**src/rtl/matrix_stream_adapter_pkg.sv**
```systemverilog
// Shared constants and controller state encoding for matrix_stream_adapter.
// Also provides the element index width helper.
package matrix_stream_pkg;

    localparam int ELEMENT_LENGTH = 32;

    typedef enum logic [2:0] {
        FILL_A = 3'd0,
        FILL_B = 3'd1,
        LOAD   = 3'd2,
        WAIT   = 3'd3,
        ACK    = 3'd4,
        DRAIN  = 3'd5
    } state_t;

    function automatic int idx_width(input int na, input int nb, input int nr);
        int m;
        m = na;
        if (nb > m) m = nb;
        if (nr > m) m = nr;
        return ($clog2(m) < 1) ? 1 : $clog2(m);
    endfunction

endpackage

```
**src/rtl/matrix_stream_adapter_if.sv**
```systemverilog
// Host stream and multiplier-side buses of matrix_stream_adapter.
// master is the adapter side, slave is the host/multiplier side.
interface matrix_stream_adapter_if #(
    parameter int NUM_FIRST_ROW  = 2,
    parameter int NUM_FIRST_COL  = 2,
    parameter int NUM_SECOND_COL = 2
);
    import matrix_stream_pkg::*;

    localparam int LEN_A = ELEMENT_LENGTH * NUM_FIRST_ROW * NUM_FIRST_COL;
    localparam int LEN_B = ELEMENT_LENGTH * NUM_FIRST_COL * NUM_SECOND_COL;
    localparam int LEN_R = ELEMENT_LENGTH * NUM_FIRST_ROW * NUM_SECOND_COL;

    logic [ELEMENT_LENGTH-1:0] in_data;
    logic                      in_stb;
    logic                      in_ack;
    logic [LEN_A-1:0]          In1;
    logic [LEN_B-1:0]          In2;
    logic                      load;
    logic [LEN_R-1:0]          Out;
    logic                      out_ready;
    logic                      out_ack;
    logic [ELEMENT_LENGTH-1:0] res_data;
    logic                      res_stb;
    logic                      res_ack;

    modport master (
        input  in_data, in_stb, Out, out_ready, res_ack,
        output in_ack, In1, In2, load, out_ack, res_data, res_stb
    );

    modport slave (
        output in_data, in_stb, Out, out_ready, res_ack,
        input  in_ack, In1, In2, load, out_ack, res_data, res_stb
    );

endinterface

```
**src/rtl/matrix_stream_adapter_shift_reg.sv**
```systemverilog
// Element-granular shift register: parallel load, shift-in at the LSB
// slice, shift-out from the MSB slice, with a tap on the MSB element.
module element_shift_reg
    import matrix_stream_pkg::*;
#(
    parameter int DEPTH = 4
) (
    input  logic                            clk,
    input  logic                            rst,
    input  logic                            load_en,
    input  logic [ELEMENT_LENGTH*DEPTH-1:0] load_data,
    input  logic                            shift_en,
    input  logic [ELEMENT_LENGTH-1:0]       shift_in,
    output logic [ELEMENT_LENGTH*DEPTH-1:0] data,
    output logic [ELEMENT_LENGTH-1:0]       msb
);

    localparam int W = ELEMENT_LENGTH * DEPTH;

    logic [W-1:0] q;
    logic [W-1:0] shifted;

    if (DEPTH == 1) begin : g_single
        assign shifted = shift_in;
    end else begin : g_multi
        assign shifted = {q[W-ELEMENT_LENGTH-1:0], shift_in};
    end

    // Storage: load wins over shift, reset clears everything.
    always_ff @(posedge clk) begin
        if (!rst) begin
            q <= '0;
        end else if (load_en) begin
            q <= load_data;
        end else if (shift_en) begin
            q <= shifted;
        end
    end

    assign data = q;
    assign msb  = q[W-1 -: ELEMENT_LENGTH];

endmodule

```
**src/rtl/matrix_stream_adapter.sv**
```systemverilog
// Streams two operand matrices into a matrix multiplier, runs the
// load/out_ready/out_ack exchange and streams the result back out.
module matrix_stream_adapter
    import matrix_stream_pkg::*;
#(
    parameter int NUM_FIRST_ROW  = 2,
    parameter int NUM_FIRST_COL  = 2,
    parameter int NUM_SECOND_COL = 2
) (
    input  logic                    clk,
    input  logic                    rst,
    matrix_stream_adapter_if.master bus,
    output logic                    busy
);

    localparam int NA   = NUM_FIRST_ROW * NUM_FIRST_COL;
    localparam int NB   = NUM_FIRST_COL * NUM_SECOND_COL;
    localparam int NR   = NUM_FIRST_ROW * NUM_SECOND_COL;
    localparam int IDXW = idx_width(NA, NB, NR);

    localparam logic [IDXW-1:0] LAST_A = IDXW'(NA - 1);
    localparam logic [IDXW-1:0] LAST_B = IDXW'(NB - 1);
    localparam logic [IDXW-1:0] LAST_R = IDXW'(NR - 1);

    state_t                    state;
    state_t                    state_next;
    logic [IDXW-1:0]           idx;
    logic [IDXW-1:0]           idx_next;
    logic                      take_in;
    logic                      a_shift;
    logic                      b_shift;
    logic                      capture;
    logic                      res_shift;
    logic [ELEMENT_LENGTH-1:0] res_msb;

    assign take_in   = bus.in_stb & bus.in_ack;
    assign a_shift   = take_in & (state == FILL_A);
    assign b_shift   = take_in & (state == FILL_B);
    assign capture   = (state == WAIT) & bus.out_ready & rst;
    assign res_shift = bus.res_stb & bus.res_ack;

    element_shift_reg #(.DEPTH(NA)) u_in1 (
        .clk       (clk),
        .rst       (rst),
        .load_en   (1'b0),
        .load_data ('0),
        .shift_en  (a_shift),
        .shift_in  (bus.in_data),
        .data      (bus.In1),
        .msb       ()
    );

    element_shift_reg #(.DEPTH(NB)) u_in2 (
        .clk       (clk),
        .rst       (rst),
        .load_en   (1'b0),
        .load_data ('0),
        .shift_en  (b_shift),
        .shift_in  (bus.in_data),
        .data      (bus.In2),
        .msb       ()
    );

    element_shift_reg #(.DEPTH(NR)) u_res (
        .clk       (clk),
        .rst       (rst),
        .load_en   (capture),
        .load_data (bus.Out),
        .shift_en  (res_shift),
        .shift_in  ('0),
        .data      (),
        .msb       (res_msb)
    );

    // State and element index registers.
    always_ff @(posedge clk) begin
        if (!rst) begin
            state <= FILL_A;
            idx   <= '0;
        end else begin
            state <= state_next;
            idx   <= idx_next;
        end
    end

    // Next state: advance per accepted element, wrap idx at each phase end.
    always_comb begin
        state_next = state;
        idx_next   = idx;
        case (state)
            FILL_A: begin
                if (take_in) begin
                    if (idx == LAST_A) begin
                        state_next = FILL_B;
                        idx_next   = '0;
                    end else begin
                        idx_next = idx + 1'b1;
                    end
                end
            end
            FILL_B: begin
                if (take_in) begin
                    if (idx == LAST_B) begin
                        state_next = LOAD;
                        idx_next   = '0;
                    end else begin
                        idx_next = idx + 1'b1;
                    end
                end
            end
            LOAD: begin
                state_next = WAIT;
            end
            WAIT: begin
                if (bus.out_ready) begin
                    state_next = ACK;
                end
            end
            ACK: begin
                state_next = DRAIN;
                idx_next   = '0;
            end
            DRAIN: begin
                if (res_shift) begin
                    if (idx == LAST_R) begin
                        state_next = FILL_A;
                        idx_next   = '0;
                    end else begin
                        idx_next = idx + 1'b1;
                    end
                end
            end
            default: begin
                state_next = FILL_A;
                idx_next   = '0;
            end
        endcase
    end

    // Handshake outputs decoded from state, all held low during reset.
    always_comb begin
        bus.in_ack  = 1'b0;
        bus.load    = 1'b0;
        bus.out_ack = 1'b0;
        bus.res_stb = 1'b0;
        busy        = 1'b0;
        if (rst) begin
            case (state)
                FILL_A: bus.in_ack = 1'b1;
                FILL_B: begin
                    bus.in_ack = 1'b1;
                    busy       = 1'b1;
                end
                LOAD: begin
                    bus.load = 1'b1;
                    busy     = 1'b1;
                end
                WAIT: busy = 1'b1;
                ACK: begin
                    bus.out_ack = 1'b1;
                    busy        = 1'b1;
                end
                DRAIN: begin
                    bus.res_stb = 1'b1;
                    busy        = 1'b1;
                end
                default: busy = 1'b1;
            endcase
        end
    end

    assign bus.res_data = rst ? res_msb : '0;

endmodule

```
**src/flat_wrapper.sv**
```systemverilog
// flat-port wrapper written by rule: the top's interface ports become plain ports
module matrix_stream_adapter_flat import matrix_stream_pkg::*;
#(
    parameter int NUM_FIRST_ROW  = 2,
    parameter int NUM_FIRST_COL  = 2,
    parameter int NUM_SECOND_COL = 2
)
  (clk, rst, busy, bus_in_data, bus_in_stb, bus_Out, bus_out_ready, bus_res_ack, bus_in_ack, bus_In1, bus_In2, bus_load, bus_out_ack, bus_res_data, bus_res_stb);
  matrix_stream_adapter_if #(.NUM_FIRST_ROW(NUM_FIRST_ROW), .NUM_FIRST_COL(NUM_FIRST_COL), .NUM_SECOND_COL(NUM_SECOND_COL)) bus_i ();
  input  logic clk;
  input  logic rst;
  output logic busy;
  input wire logic [$bits(bus_i.in_data)-1:0] bus_in_data;
  input wire logic [$bits(bus_i.in_stb)-1:0] bus_in_stb;
  input wire logic [$bits(bus_i.Out)-1:0] bus_Out;
  input wire logic [$bits(bus_i.out_ready)-1:0] bus_out_ready;
  input wire logic [$bits(bus_i.res_ack)-1:0] bus_res_ack;
  output wire logic [$bits(bus_i.in_ack)-1:0] bus_in_ack;
  output wire logic [$bits(bus_i.In1)-1:0] bus_In1;
  output wire logic [$bits(bus_i.In2)-1:0] bus_In2;
  output wire logic [$bits(bus_i.load)-1:0] bus_load;
  output wire logic [$bits(bus_i.out_ack)-1:0] bus_out_ack;
  output wire logic [$bits(bus_i.res_data)-1:0] bus_res_data;
  output wire logic [$bits(bus_i.res_stb)-1:0] bus_res_stb;
  assign bus_i.in_data = bus_in_data;
  assign bus_i.in_stb = bus_in_stb;
  assign bus_i.Out = bus_Out;
  assign bus_i.out_ready = bus_out_ready;
  assign bus_i.res_ack = bus_res_ack;
  assign bus_in_ack = bus_i.in_ack;
  assign bus_In1 = bus_i.In1;
  assign bus_In2 = bus_i.In2;
  assign bus_load = bus_i.load;
  assign bus_out_ack = bus_i.out_ack;
  assign bus_res_data = bus_i.res_data;
  assign bus_res_stb = bus_i.res_stb;
  matrix_stream_adapter #(.NUM_FIRST_ROW(NUM_FIRST_ROW), .NUM_FIRST_COL(NUM_FIRST_COL), .NUM_SECOND_COL(NUM_SECOND_COL)) u_core (.clk(clk), .rst(rst), .bus(bus_i), .busy(busy));
endmodule
```
**config.mk**
```make
export PLATFORM = sky130hd
export DESIGN_NAME = matrix_stream_adapter_flat
export DESIGN_NICKNAME = d
export VERILOG_FILES = /design/src/rtl/matrix_stream_adapter_pkg.sv /design/src/rtl/matrix_stream_adapter_if.sv /design/src/rtl/matrix_stream_adapter_shift_reg.sv /design/src/rtl/matrix_stream_adapter.sv /design/src/flat_wrapper.sv
export SDC_FILE = /design/constraint.sdc
export NUM_CORES = 1
export LEC_CHECK = 0
export ABC_AREA = 1
export BUFFER_PORTS_ARGS = -buffer_cell sky130_fd_sc_hd__buf_2
export CORE_AREA = 5 5 207 259
export CTS_CLUSTER_SIZE = 8
export DETAILED_ROUTE_END_ITERATION = 7
export DIE_AREA = 0 0 212 264
export GPL_ROUTABILITY_DRIVEN = 0
export GPL_TIMING_DRIVEN = 0
export PLACE_DENSITY = 0.6
export SKIP_CTS_REPAIR_TIMING = 1
export SYNTH_ARGS = -nofsm -noshare
export SYNTH_HDL_FRONTEND = slang
export SYNTH_SLANG_ARGS = --single-unit
```
**constraint.sdc**
```tcl
create_clock -name clk -period 5.5 [get_ports clk]
set_input_delay 1.65 -clock clk [delete_from_list [all_inputs] [get_ports clk]]
set_output_delay 1.65 -clock clk [all_outputs]
set_load 0.005 [all_outputs]
```
==> reports/results.tsv <==
stage	metric	value	unit
yosys	Post-Syn Nets	2108	
worst_setup_path	crit path kind	input pin to primary output	
grt	first-pass GRT wire length	90.0	mm
worst_setup_path	startpoint types	input pin	
worst_hold_path	HP Start	u_core.u_in2.data[110]	
finish	Layout Nets	2620	
yosys	Syn Inst Count	1942	
yosys	Yosys warnings	0	
grt	all-layer global routing usage	20.5	%
timing	Period minus WS final	5.35	ns
drt	1st-pass router iterations	5	
yosys	register area share after synthesis	51.7	%
cts	clock latency on the worst-skew pair	0.58	ns
cts	TritonCTS clock tree	built	
drt	Vias/cell	4.93	
timing	final period utilization	97.3	%
worst_setup_path	WP buf/inv	5	
worst_setup_path	CP top delay family	buffers and inverters	
timing	setup TNS	0	ns
worst_setup_path	Critical Path End Type	primary output	
placed_design	post-DP HPWL	47.8	mm
cts	CTS buffer count	54	
worst_setup_path	reg2reg start	u_core.state[2]	
yosys	syn avg cell area	7.76	sq um
drt	First DRT Iteration DRCs	1109	
drt	Post-Route WL	60.6	mm
floorplanning	core area	51100	sq um
finish	Reg area	7790	sq um
pwr	Lkg Pwr	0.00823	uW
cts	CTS root buffer	clkbuf_16	
cts	CTS Sinks	389	
pwr	Worst VDD drop	0.000216	V
run	Max Cap Violations	0	
timing	# setup viols final	0	
timing	Worst-Margin Slew	0.843	ns
cts	number of H-tree levels	2	
worst_setup_path	CP cell instances	buf_2 > clkbuf_1 > clkbuf_1 > nand2_1 > inv_1 > buf_2	
finish	fraction of final layout cells with drive strength greater than 1	24.6	%
worst_setup_path	Critical-path top delay cell	clkbuf_1	
finish	multi-input logic area	5880	sq um
timing	unrepaired setup endpoints after global routing	no	
timing	Max Clk Rate	0.187	GHz
cts	Reg clk slew, reported paths	0.05	ns
timing	Final Slew Violations	0	
finish	commonest non-fill, non-tap cells in the layout	buf_2 (526), dfxtp_1 (389), nand2_1 (384), a21oi_1 (361), inv_1 (169)	
worst_setup_path	CP Max Fanout	10	
grt	vias in the first global route	15386	
timing	relative slew slack	43.8	%
worst_setup_path	Worst EP required	3.85	ns
worst_setup_path	R2R cell count	7	
floorplanning	DIE AREA	56000	sq um
yosys	Synth Register Bits	389	
placed_design	placed inst area	18200	sq um
yosys	top post-synthesis cells by area	dfxtp_1 (52%), a21oi_1 (12%), nand2_1 (9.6%)	
worst_setup_path	R2R Path End	u_core.u_res.data[26]	
finish	fill cell count	5297	
floorplanning	die width	212	um
placed_design	IO buf count	456	
worst_setup_path	max incr delay on CP	0.70	ns
yosys	cell taking the most area after synthesis	dfxtp_1	
worst_hold_path	Hold Crit Class	flip-flop to flip-flop	
grt	total grt overflow	0	
floorplanning	Starting Density	29.5	%
timing	Fin Clk Skew	0.0160	ns
floorplanning	num rows	93	
worst_setup_path	R2R setup slack	3.32	ns
worst_setup_path	Worst EP arrival	3.70	ns
finish	post-route cell area	19600	sq um
drt	routed vias	15408	
pwr	PwrDens	328	nW/um^2
yosys	Synth Cell Area	15100	sq um
finish	commonest non-fill, non-tap cell in the layout	buf_2	
yosys	synth unique cells	27	
run_status	run status	finished, final reports clean	
grt	antenna violations before repair	5	
drt	Final ANT Viol Nets	0	
finish	P&R area growth vs syn	30.0	%
cts	Longest Clk Path Bufs	3	
floorplanning	height of the die	264	um
worst_hold_path	WHS Endpoint	u_core.u_in2.data[110]	
floorplanning	IO Count	458	
yosys	share of the synthesized area in the top cell type	51.7	%
drt	Avg WL per Cell	19.4	um
grt	maximum number of pins on one net before global-route repair	15	
timing	final hold violations	0	
worst_hold_path	hold path depth	2	
drt	# DRC	0	
==> registers in the layout (all words and copies together), names as in the netlist <==
name and cells:
u_core.state 3, u_core.u_in1.data 128, u_core.idx 2, u_core.u_in2.data 128, u_core.u_res.data 128
==> per-layer routing <==
metal | wire [um] | track usage [%] | up-vias
li1 | - | - | 7477
met5 | 34 | 0 | -
met2 | 29800 | 36.0 | 643
met1 | 22900 | 23.3 | 7132
met3 | 5180 | 5.69 | 150
met4 | 2650 | 8.60 | 6
==> where the power goes <==
group | switching [uW] | internal [uW]
Clock | 1160 | 1730
Sequential | 57.9 | 2880
Combinational | 406 | 190
Total | 1630 | 4800
==> Yosys cell counts <==
master / count
nor2_2: 1
nor2_1: 66
a21oi_2: 1
nand3_1: 3
nand4_1: 133
inv_1: 169
buf_6: 1
ha_1: 1
nand3b_1: 1
buf_4: 6
a21boi_1: 17
nand2_4: 1
o21ai_0: 157
o21ai_1: 2
inv_2: 7
a21oi_1: 361
nor2_4: 1
a21boi_0: 52
nor4_1: 1
clkbuf_1: 87
nand3_4: 1
buf_2: 70
nand2_1: 384
buf_1: 3
nand3_2: 1
nor3_1: 26
dfxtp_1: 389
==> how the worst max path moves through the flow <==
stage | slack, ns | cells past startpoint | end | startpoint
2_1_floorplan | 1.35 | 5 | bus_res_data[0] | rst
3_3_place_gp | 0.04 | 6 | bus_res_data[30] | rst
3_5_place_dp | 0.04 | 6 | bus_res_data[1] | rst
4_1_cts | 0.03 | 6 | bus_res_data[1] | rst
5_1_grt | 0.02 | 6 | bus_res_data[13] | rst
6_report | 0.15 | 6 | bus_res_data[30] | rst
==> worst reg2reg max path: cells and delay by family, from the launching register on <==
| family | cells | cell delay [ns] |
|---|---|---|
| flops | 1 | 0.37 |
| buf+inv | 3 | 1.06 |
| simple gates | 3 | 0.47 |
| compound gates | 1 | 0.19 |
==> metrics by stage <==
step	hold WS [ns]	std cells	util [%]	setup WS, ns	total power [uW]
after floorplan	0.437	1942	-	1.35	3300
after global placement	0.431	3063	35.6	0.0354	3580
after detailed placement	0.432	3063	35.6	0.0418	3590
after CTS	0.441	3122	38.3	0.0295	6500
after global routing	0.458	3124	38.4	0.0226	6700
final	0.444	3126	38.4	0.146	6430
==> kinds of logic after synthesis <==
family | synth area share (%)
DFF | 51.7
and+or+nand+nor | 18.2
adders and majority gates | 0.0830
buffers and inverters | 9.32
AOI/OAI and AO/OA | 20.8
==> final cells by class <==
type	instances	area share, %
Tap cell	665	4.25
Inverter	176	3.37
Timing Repair Buffer	456	11.6
Sequential cell	389	39.7
Clock inverter	3	0.172
Buffer	167	3.80
Multi-Input combinational cell	1210	30.0
Clock buffer	56	6.98
Antenna cell	4	0.0511
(Power assumes the default switching activity.)
